$ cat config.mk
export PLATFORM = sky130hd
export DESIGN_NAME = wb_select_stage_flat
export DESIGN_NICKNAME = d
export VERILOG_FILES = /design/src/rtl/wb_select_stage_if.sv /design/src/rtl/wb_select_stage.sv /design/src/flat_wrapper.sv
export SDC_FILE = /design/constraint.sdc
export NUM_CORES = 1
export LEC_CHECK = 0
export BUFFER_PORTS_ARGS = -buffer_cell sky130_fd_sc_hd__buf_2
export CORE_MARGIN = 3
export CORE_UTILIZATION = 44
export DETAILED_ROUTE_END_ITERATION = 12
export PLACE_DENSITY = 0.93
export REMOVE_ABC_BUFFERS = 1
export SLEW_MARGIN = 5
export SYNTH_ARGS = -nofsm -noshare
export SYNTH_HDL_FRONTEND = slang
export SYNTH_SLANG_ARGS = --single-unit
$ cat constraint.sdc
create_clock -name i_clk -period 2.5 [get_ports i_clk]
set_input_delay 0.125 -clock i_clk [delete_from_list [all_inputs] [get_ports i_clk]]
set_output_delay 0.125 -clock i_clk [all_outputs]
set_load 0.02 [all_outputs]
$ cat src/rtl/wb_select_stage_if.sv
// Bus bundle for the MEM/WB write-back selector: stage inputs from MEM and
// registered register-file write port toward the register file.
interface wb_select_stage_if #(
    parameter int BITS_SIZE = 32,
    parameter int NUM_SRC   = 4,
    parameter int REG_ADDR  = 5
);
    localparam int SEL_W = $clog2(NUM_SRC);

    logic                         i_valid;
    logic                         i_stall;
    logic                         i_flush;
    logic [SEL_W-1:0]             i_wb_sel;
    logic [NUM_SRC*BITS_SIZE-1:0] i_src_data;
    logic [1:0]                   i_load_width;
    logic                         i_load_unsigned;
    logic [1:0]                   i_byte_off;
    logic                         i_reg_write;
    logic [REG_ADDR-1:0]          i_rd;
    logic [BITS_SIZE-1:0]         o_write_data;
    logic [REG_ADDR-1:0]          o_rd;
    logic                         o_reg_write;
    logic                         o_valid;
    logic [31:0]                  o_retired_count;

    modport master (
        output i_valid, i_stall, i_flush, i_wb_sel, i_src_data, i_load_width,
               i_load_unsigned, i_byte_off, i_reg_write, i_rd,
        input  o_write_data, o_rd, o_reg_write, o_valid, o_retired_count
    );

    modport slave (
        input  i_valid, i_stall, i_flush, i_wb_sel, i_src_data, i_load_width,
               i_load_unsigned, i_byte_off, i_reg_write, i_rd,
        output o_write_data, o_rd, o_reg_write, o_valid, o_retired_count
    );
endinterface

$ cat src/rtl/wb_select_stage.sv
// Registered N-source write-back selector with r0 suppression, stall/flush and
// a retired-instruction counter. Define WB_LOAD_ALIGN_EN to build byte/half load extraction.
module wb_select_stage #(
    parameter int BITS_SIZE = 32,
    parameter int NUM_SRC   = 4,
    parameter int REG_ADDR  = 5
) (
    input  logic            i_clk,
    input  logic            i_reset,
    wb_select_stage_if.slave bus
);
    localparam int SEL_W = $clog2(NUM_SRC);

    logic [BITS_SIZE-1:0] sel_data_s;
    logic [BITS_SIZE-1:0] wb_data_s;
    logic                 cap_s;
    logic [BITS_SIZE-1:0] write_data_r;
    logic [REG_ADDR-1:0]  rd_r;
    logic                 reg_write_r;
    logic                 valid_r;
    logic [31:0]          retired_cnt_r;

    assign cap_s = !bus.i_stall && !bus.i_flush;

    // Source mux; an index past the last source yields zero
    always_comb begin
        sel_data_s = {BITS_SIZE{1'b0}};
        for (int k = 0; k < NUM_SRC; k++) begin
            sel_data_s = (int'(bus.i_wb_sel) == k) ? bus.i_src_data[k*BITS_SIZE +: BITS_SIZE]
                                                   : sel_data_s;
        end
    end

`ifdef WB_LOAD_ALIGN_EN
    logic [7:0]  byte_s;
    logic [15:0] half_s;
    logic        sign_s;

    // Little-endian lane extraction and extension, only for the memory source
    always_comb begin
        byte_s    = 8'h00;
        half_s    = 16'h0000;
        sign_s    = 1'b0;
        wb_data_s = sel_data_s;
        case (bus.i_byte_off)
            2'd0:    byte_s = sel_data_s[7:0];
            2'd1:    byte_s = sel_data_s[15:8];
            2'd2:    byte_s = sel_data_s[23:16];
            2'd3:    byte_s = sel_data_s[31:24];
            default: byte_s = sel_data_s[7:0];
        endcase
        if (bus.i_byte_off[1]) begin
            half_s = sel_data_s[31:16];
        end else begin
            half_s = sel_data_s[15:0];
        end
        if (bus.i_wb_sel == SEL_W'(1)) begin
            case (bus.i_load_width)
                2'b00: begin
                    sign_s    = !bus.i_load_unsigned && byte_s[7];
                    wb_data_s = {{24{sign_s}}, byte_s};
                end
                2'b01: begin
                    sign_s    = !bus.i_load_unsigned && half_s[15];
                    wb_data_s = {{16{sign_s}}, half_s};
                end
                default: wb_data_s = sel_data_s;
            endcase
        end else begin
            wb_data_s = sel_data_s;
        end
    end
`else
    logic unused_load_s;

    assign unused_load_s = ^{bus.i_load_width, bus.i_load_unsigned, bus.i_byte_off};
    assign wb_data_s     = sel_data_s;
`endif

    // Pipeline register: flush kills the capture even under stall, data/rd hold
    always_ff @(posedge i_clk or negedge i_reset) begin
        if (!i_reset) begin
            write_data_r  <= {BITS_SIZE{1'b0}};
            rd_r          <= {REG_ADDR{1'b0}};
            reg_write_r   <= 1'b0;
            valid_r       <= 1'b0;
            retired_cnt_r <= 32'h0000_0000;
        end else if (bus.i_flush) begin
            reg_write_r <= 1'b0;
            valid_r     <= 1'b0;
        end else if (cap_s) begin
            write_data_r <= wb_data_s;
            rd_r         <= bus.i_rd;
            reg_write_r  <= bus.i_reg_write && bus.i_valid && (bus.i_rd != {REG_ADDR{1'b0}});
            valid_r      <= bus.i_valid;
            if (bus.i_valid) begin
                retired_cnt_r <= retired_cnt_r + 32'd1;
            end
        end
    end

    assign bus.o_write_data    = write_data_r;
    assign bus.o_rd            = rd_r;
    assign bus.o_reg_write     = reg_write_r;
    assign bus.o_valid         = valid_r;
    assign bus.o_retired_count = retired_cnt_r;
endmodule

$ cat src/flat_wrapper.sv
// flat-port wrapper written by rule: the top's interface ports become plain ports
module wb_select_stage_flat 
#(
    parameter int BITS_SIZE = 32,
    parameter int NUM_SRC   = 4,
    parameter int REG_ADDR  = 5
)
  (i_clk, i_reset, bus_i_valid, bus_i_stall, bus_i_flush, bus_i_wb_sel, bus_i_src_data, bus_i_load_width, bus_i_load_unsigned, bus_i_byte_off, bus_i_reg_write, bus_i_rd, bus_o_write_data, bus_o_rd, bus_o_reg_write, bus_o_valid, bus_o_retired_count);
  wb_select_stage_if #(.BITS_SIZE(BITS_SIZE), .NUM_SRC(NUM_SRC), .REG_ADDR(REG_ADDR)) bus_i ();
  input  logic i_clk;
  input  logic i_reset;
  input wire logic [$bits(bus_i.i_valid)-1:0] bus_i_valid;
  input wire logic [$bits(bus_i.i_stall)-1:0] bus_i_stall;
  input wire logic [$bits(bus_i.i_flush)-1:0] bus_i_flush;
  input wire logic [$bits(bus_i.i_wb_sel)-1:0] bus_i_wb_sel;
  input wire logic [$bits(bus_i.i_src_data)-1:0] bus_i_src_data;
  input wire logic [$bits(bus_i.i_load_width)-1:0] bus_i_load_width;
  input wire logic [$bits(bus_i.i_load_unsigned)-1:0] bus_i_load_unsigned;
  input wire logic [$bits(bus_i.i_byte_off)-1:0] bus_i_byte_off;
  input wire logic [$bits(bus_i.i_reg_write)-1:0] bus_i_reg_write;
  input wire logic [$bits(bus_i.i_rd)-1:0] bus_i_rd;
  output wire logic [$bits(bus_i.o_write_data)-1:0] bus_o_write_data;
  output wire logic [$bits(bus_i.o_rd)-1:0] bus_o_rd;
  output wire logic [$bits(bus_i.o_reg_write)-1:0] bus_o_reg_write;
  output wire logic [$bits(bus_i.o_valid)-1:0] bus_o_valid;
  output wire logic [$bits(bus_i.o_retired_count)-1:0] bus_o_retired_count;
  assign bus_i.i_valid = bus_i_valid;
  assign bus_i.i_stall = bus_i_stall;
  assign bus_i.i_flush = bus_i_flush;
  assign bus_i.i_wb_sel = bus_i_wb_sel;
  assign bus_i.i_src_data = bus_i_src_data;
  assign bus_i.i_load_width = bus_i_load_width;
  assign bus_i.i_load_unsigned = bus_i_load_unsigned;
  assign bus_i.i_byte_off = bus_i_byte_off;
  assign bus_i.i_reg_write = bus_i_reg_write;
  assign bus_i.i_rd = bus_i_rd;
  assign bus_o_write_data = bus_i.o_write_data;
  assign bus_o_rd = bus_i.o_rd;
  assign bus_o_reg_write = bus_i.o_reg_write;
  assign bus_o_valid = bus_i.o_valid;
  assign bus_o_retired_count = bus_i.o_retired_count;
  wb_select_stage #(.BITS_SIZE(BITS_SIZE), .NUM_SRC(NUM_SRC), .REG_ADDR(REG_ADDR)) u_core (.i_clk(i_clk), .i_reset(i_reset), .bus(bus_i));
endmodule
==> out/summary.md <==
After layout, the design draws a total of 3140 uW. For the worst-skew pair, the clock arrives at the later sink with an insertion delay of 0.34 ns. The fraction of layout instances using a drive strength above 1 came out at 0.656.

The die covers 9360 um^2. Setup violations remaining at the end of the flow were counted as 0. The worst setup path is launched from an input port. In this run, the number of DRC markers left after iteration 0 of detailed routing was 62. The fraction of the yosys area taken by sequential cells was 0.491.

The logs give 0 for the number of max-slew violations in the final report and 1800 um^2 for the multi-input logic area. Number of cells produced by synthesis: 250. The number of global-route vias before repair was 3382.

The mean post-synth cell area is 14.5 um^2. The peak fanout along the critical path was 5. At the pin with the least slew margin, the transition time is 0.871 ns.

Area of the mapped netlist: 3620 um^2. The proportion of register bits with asynchronous set or reset after synthesis works out to 1.00. Number of clock buffers inserted by TritonCTS: 9.

The number of antenna-violating nets in the routed design came out at 0. The post-placement setup slack is 0.570 ns, and the fraction of the cycle the final worst path needs is 0.778. The logs give 0 for the total global routing overflow and 72 for the largest net degree at the start of global routing. The tools report the start point of the critical path as bus_i_flush. The worst-case clock skew is 0.0106 ns. The static power due to leakage is 0.00247 uW. The floorplan step set the die height to 96.7 um.

The final hold violation count is 0. Data on the critical path is required at its endpoint by 2.73 ns. The worst path meets setup with 0.554 ns of slack. The run finished with clean final reports. The commonest non-fill, non-tap cell in the layout was sky130_fd_sc_hd__buf_2.

TritonCTS built the clock tree. The antenna cell count was 0. The cell chosen for the clock root was sky130_fd_sc_hd__clkbuf_8.

The run gives 0 as the final routed DRC violation total. The clock net sink count is 71, and the count of different cell masters after synthesis is 31. Category of the worst setup path capture point: a flip-flop.

For the initial cell density of the core, the log shows 0.462. The logs give 613 for the number of nets in the layout and 0 for the post-cts repair resize count. The via-per-instance ratio was 5.25.

Setup repair after global routing left no endpoint under its margin. The startpoint of the most critical register-to-register path is u_core.bus.o_retired_count[3]$_DFFE_PN0P_. The run gives 0.831 as the final weighted congestion of routability-driven global placement.

The total track usage is 0.218, and the per-cell routed wire length is 17.5 um. Max-cap violations in this run came to 0. The tools report the overall via count from detail_route as 3007. The finished cells cover 5010 um^2. The top cell types in the final layout, fill and taps aside, are 210 x sky130_fd_sc_hd__buf_2, 71 x sky130_fd_sc_hd__dfrtp_1, 38 x sky130_fd_sc_hd__mux2_2.

After synthesis the netlist holds a flip-flop and latch count of 71. In this run the cell area measured after placement is 4790 um^2. The data arrival time of the critical path is 2.17 ns, and the worst-case clock buffer depth is 2.

The worst vdd rail ir drop was 0.285 mV. The HPWL after detailed placement was 8090 um; the detailed-route wire length was 10000 um. The total negative setup slack came out at 0 ns.

The critical path in this run is classified as input port to flip-flop. The worst slew margin relative to its limit was 0.419. Counting the fill cells in the layout gives 631. For this design the top-level I/O count stands at 217.

The run gives 3 as the level count of the clock H-tree. The hold path startpoint was bus_i_rd[0]. The tools report the post-layout utilization of the core as 0.638.

Minimum period implied by the final worst setup slack: 1.95 ns. The layout overhead on the synthesized area came out at 38.3%. For the count of TritonRoute iterations in the first routing pass, the log shows 4. The count of buffers added on input and output ports is 211.

The class of the worst hold path is input port to flip-flop. Yosys printed 0 warnings. The total power per unit cell area is 626 nW/um^2, and the number of antenna violations at the first check in global routing is 0. Timing would allow up to 514 MHz. The first-pass GRT wire length was 16200 um; the die boundary width was 96.7 um. The floorplan row count was 32; the flip-flop and latch area was 1780 um^2. The count of flip-flops with a built-in enable after synthesis came out at 0. Clock-pin slew was measured on the worst setup and hold paths at 0.08 ns.

After floorplanning, the core was sized to cover 7850 um^2. The most used flip-flop cell after synthesis is sky130_fd_sc_hd__dfrtp_1.
[through the flow]
| step | hold slack (ns) | instances |
|---|---|---|
| finish | 0.0217 | 573 |
| global route | 0.00858 | 573 |
| CTS | 0.00174 | 573 |
| detailed placement | 0.299 | 555 |
| global placement | 0.285 | 555 |
| floorplan | -0.171 | 239 |
[flip-flops by register name (all words and copies together), names as in the netlist]
| register | cells |
|---|---|
| u_core.bus.o_retired_count | 32 |
| u_core.bus.o_write_data | 32 |
| u_core.bus.o_rd | 5 |
| u_core.bus.o_reg_write | 1 |
| u_core.bus.o_valid | 1 |
[final timing paths]
kind	endpoint	cells after the start	slack, ns
max reg2reg	u_core.bus.o_retired_count[19]$_DFFE_PN0P_	5	0.56
min in group asynchronous	u_core.bus.o_retired_count[20]$_DFFE_PN0P_	2	0.44
min	u_core.bus.o_rd[0]$_DFFE_PN0P_	2	0.02
min reg2reg	u_core.bus.o_retired_count[31]$_DFFE_PN0P_	1	0.47
max in group asynchronous	u_core.bus.o_write_data[20]$_DFFE_PN0P_	2	1.48
max	u_core.bus.o_retired_count[19]$_DFFE_PN0P_	7	0.55
[cells by family after synthesis]
logic type,after synthesis,synth area share
simple gates,61,0.0957
fa+ha+maj,1,0.00345
mux,70,0.317
compound gates,2,0.00276
xor+xnor,31,0.0750
buf+inv,14,0.0155
flops,71,0.490
[per-layer routing]
layer | routed length (um) | track usage | share of wire
met1 | 3540 | 0.226 | 0.35
met2 | 5500 | 0.415 | 0.55
met3 | 757 | 0.0692 | 0.076
met4 | 221 | 0.0680 | 0.022
met5 | 0 | 0 | 0
[Yosys cell counts, types with 2 or more instances]
cell | number | area share
sky130_fd_sc_hd__mux2_2 | 38 | 0.12
sky130_fd_sc_hd__clkbuf_1 | 7 | 0.0073
sky130_fd_sc_hd__xnor2_1 | 19 | 0.046
sky130_fd_sc_hd__inv_1 | 3 | 0.0031
sky130_fd_sc_hd__mux4_2 | 32 | 0.20
sky130_fd_sc_hd__nand2_1 | 13 | 0.013
sky130_fd_sc_hd__or4_4 | 2 | 0.0062
sky130_fd_sc_hd__dfrtp_1 | 71 | 0.49
sky130_fd_sc_hd__nor2_1 | 12 | 0.012
sky130_fd_sc_hd__and3_1 | 2 | 0.0035
sky130_fd_sc_hd__buf_2 | 3 | 0.0041
sky130_fd_sc_hd__nand4_1 | 7 | 0.012
sky130_fd_sc_hd__nand3_1 | 10 | 0.014
sky130_fd_sc_hd__xor2_1 | 12 | 0.029
sky130_fd_sc_hd__nor3_1 | 2 | 0.0028
sky130_fd_sc_hd__a21oi_1 | 2 | 0.0028
[power by group]
group	total, uW	internal [uW]	switching (uW)
sequential	1410	1300	111
clock	905	466	438
combinational	821	392	429
total	3140	2160	979
[worst max-delay path: stages]
cell                            delay, ns
sky130_fd_sc_hd__dlygate4sd3_1       0.55
sky130_fd_sc_hd__buf_2               0.16
sky130_fd_sc_hd__nand4b_1            0.21
sky130_fd_sc_hd__nor4_2              0.39
sky130_fd_sc_hd__nor3b_1             0.44
sky130_fd_sc_hd__nand3_1             0.15
sky130_fd_sc_hd__xnor2_1             0.14
[area by class of cell]
| class | count | share of cell area |
|---|---|---|
| multi-input combinational | 165 | 0.359 |
| sequential | 71 | 0.355 |
| timing repair buffer | 216 | 0.220 |
| clock buffer | 10 | 0.0255 |
| tap | 102 | 0.0255 |
| clock inverter | 6 | 0.0135 |
| inverter | 3 | 0.00225 |
[what timing repair did]
item | CTS | global route
endpoints found under the hold margin | 73 | 0
hold buffers | 2 | 0
setup buffers | 0 | 0
No activity file was read; power rests on OpenSTA's default activity.
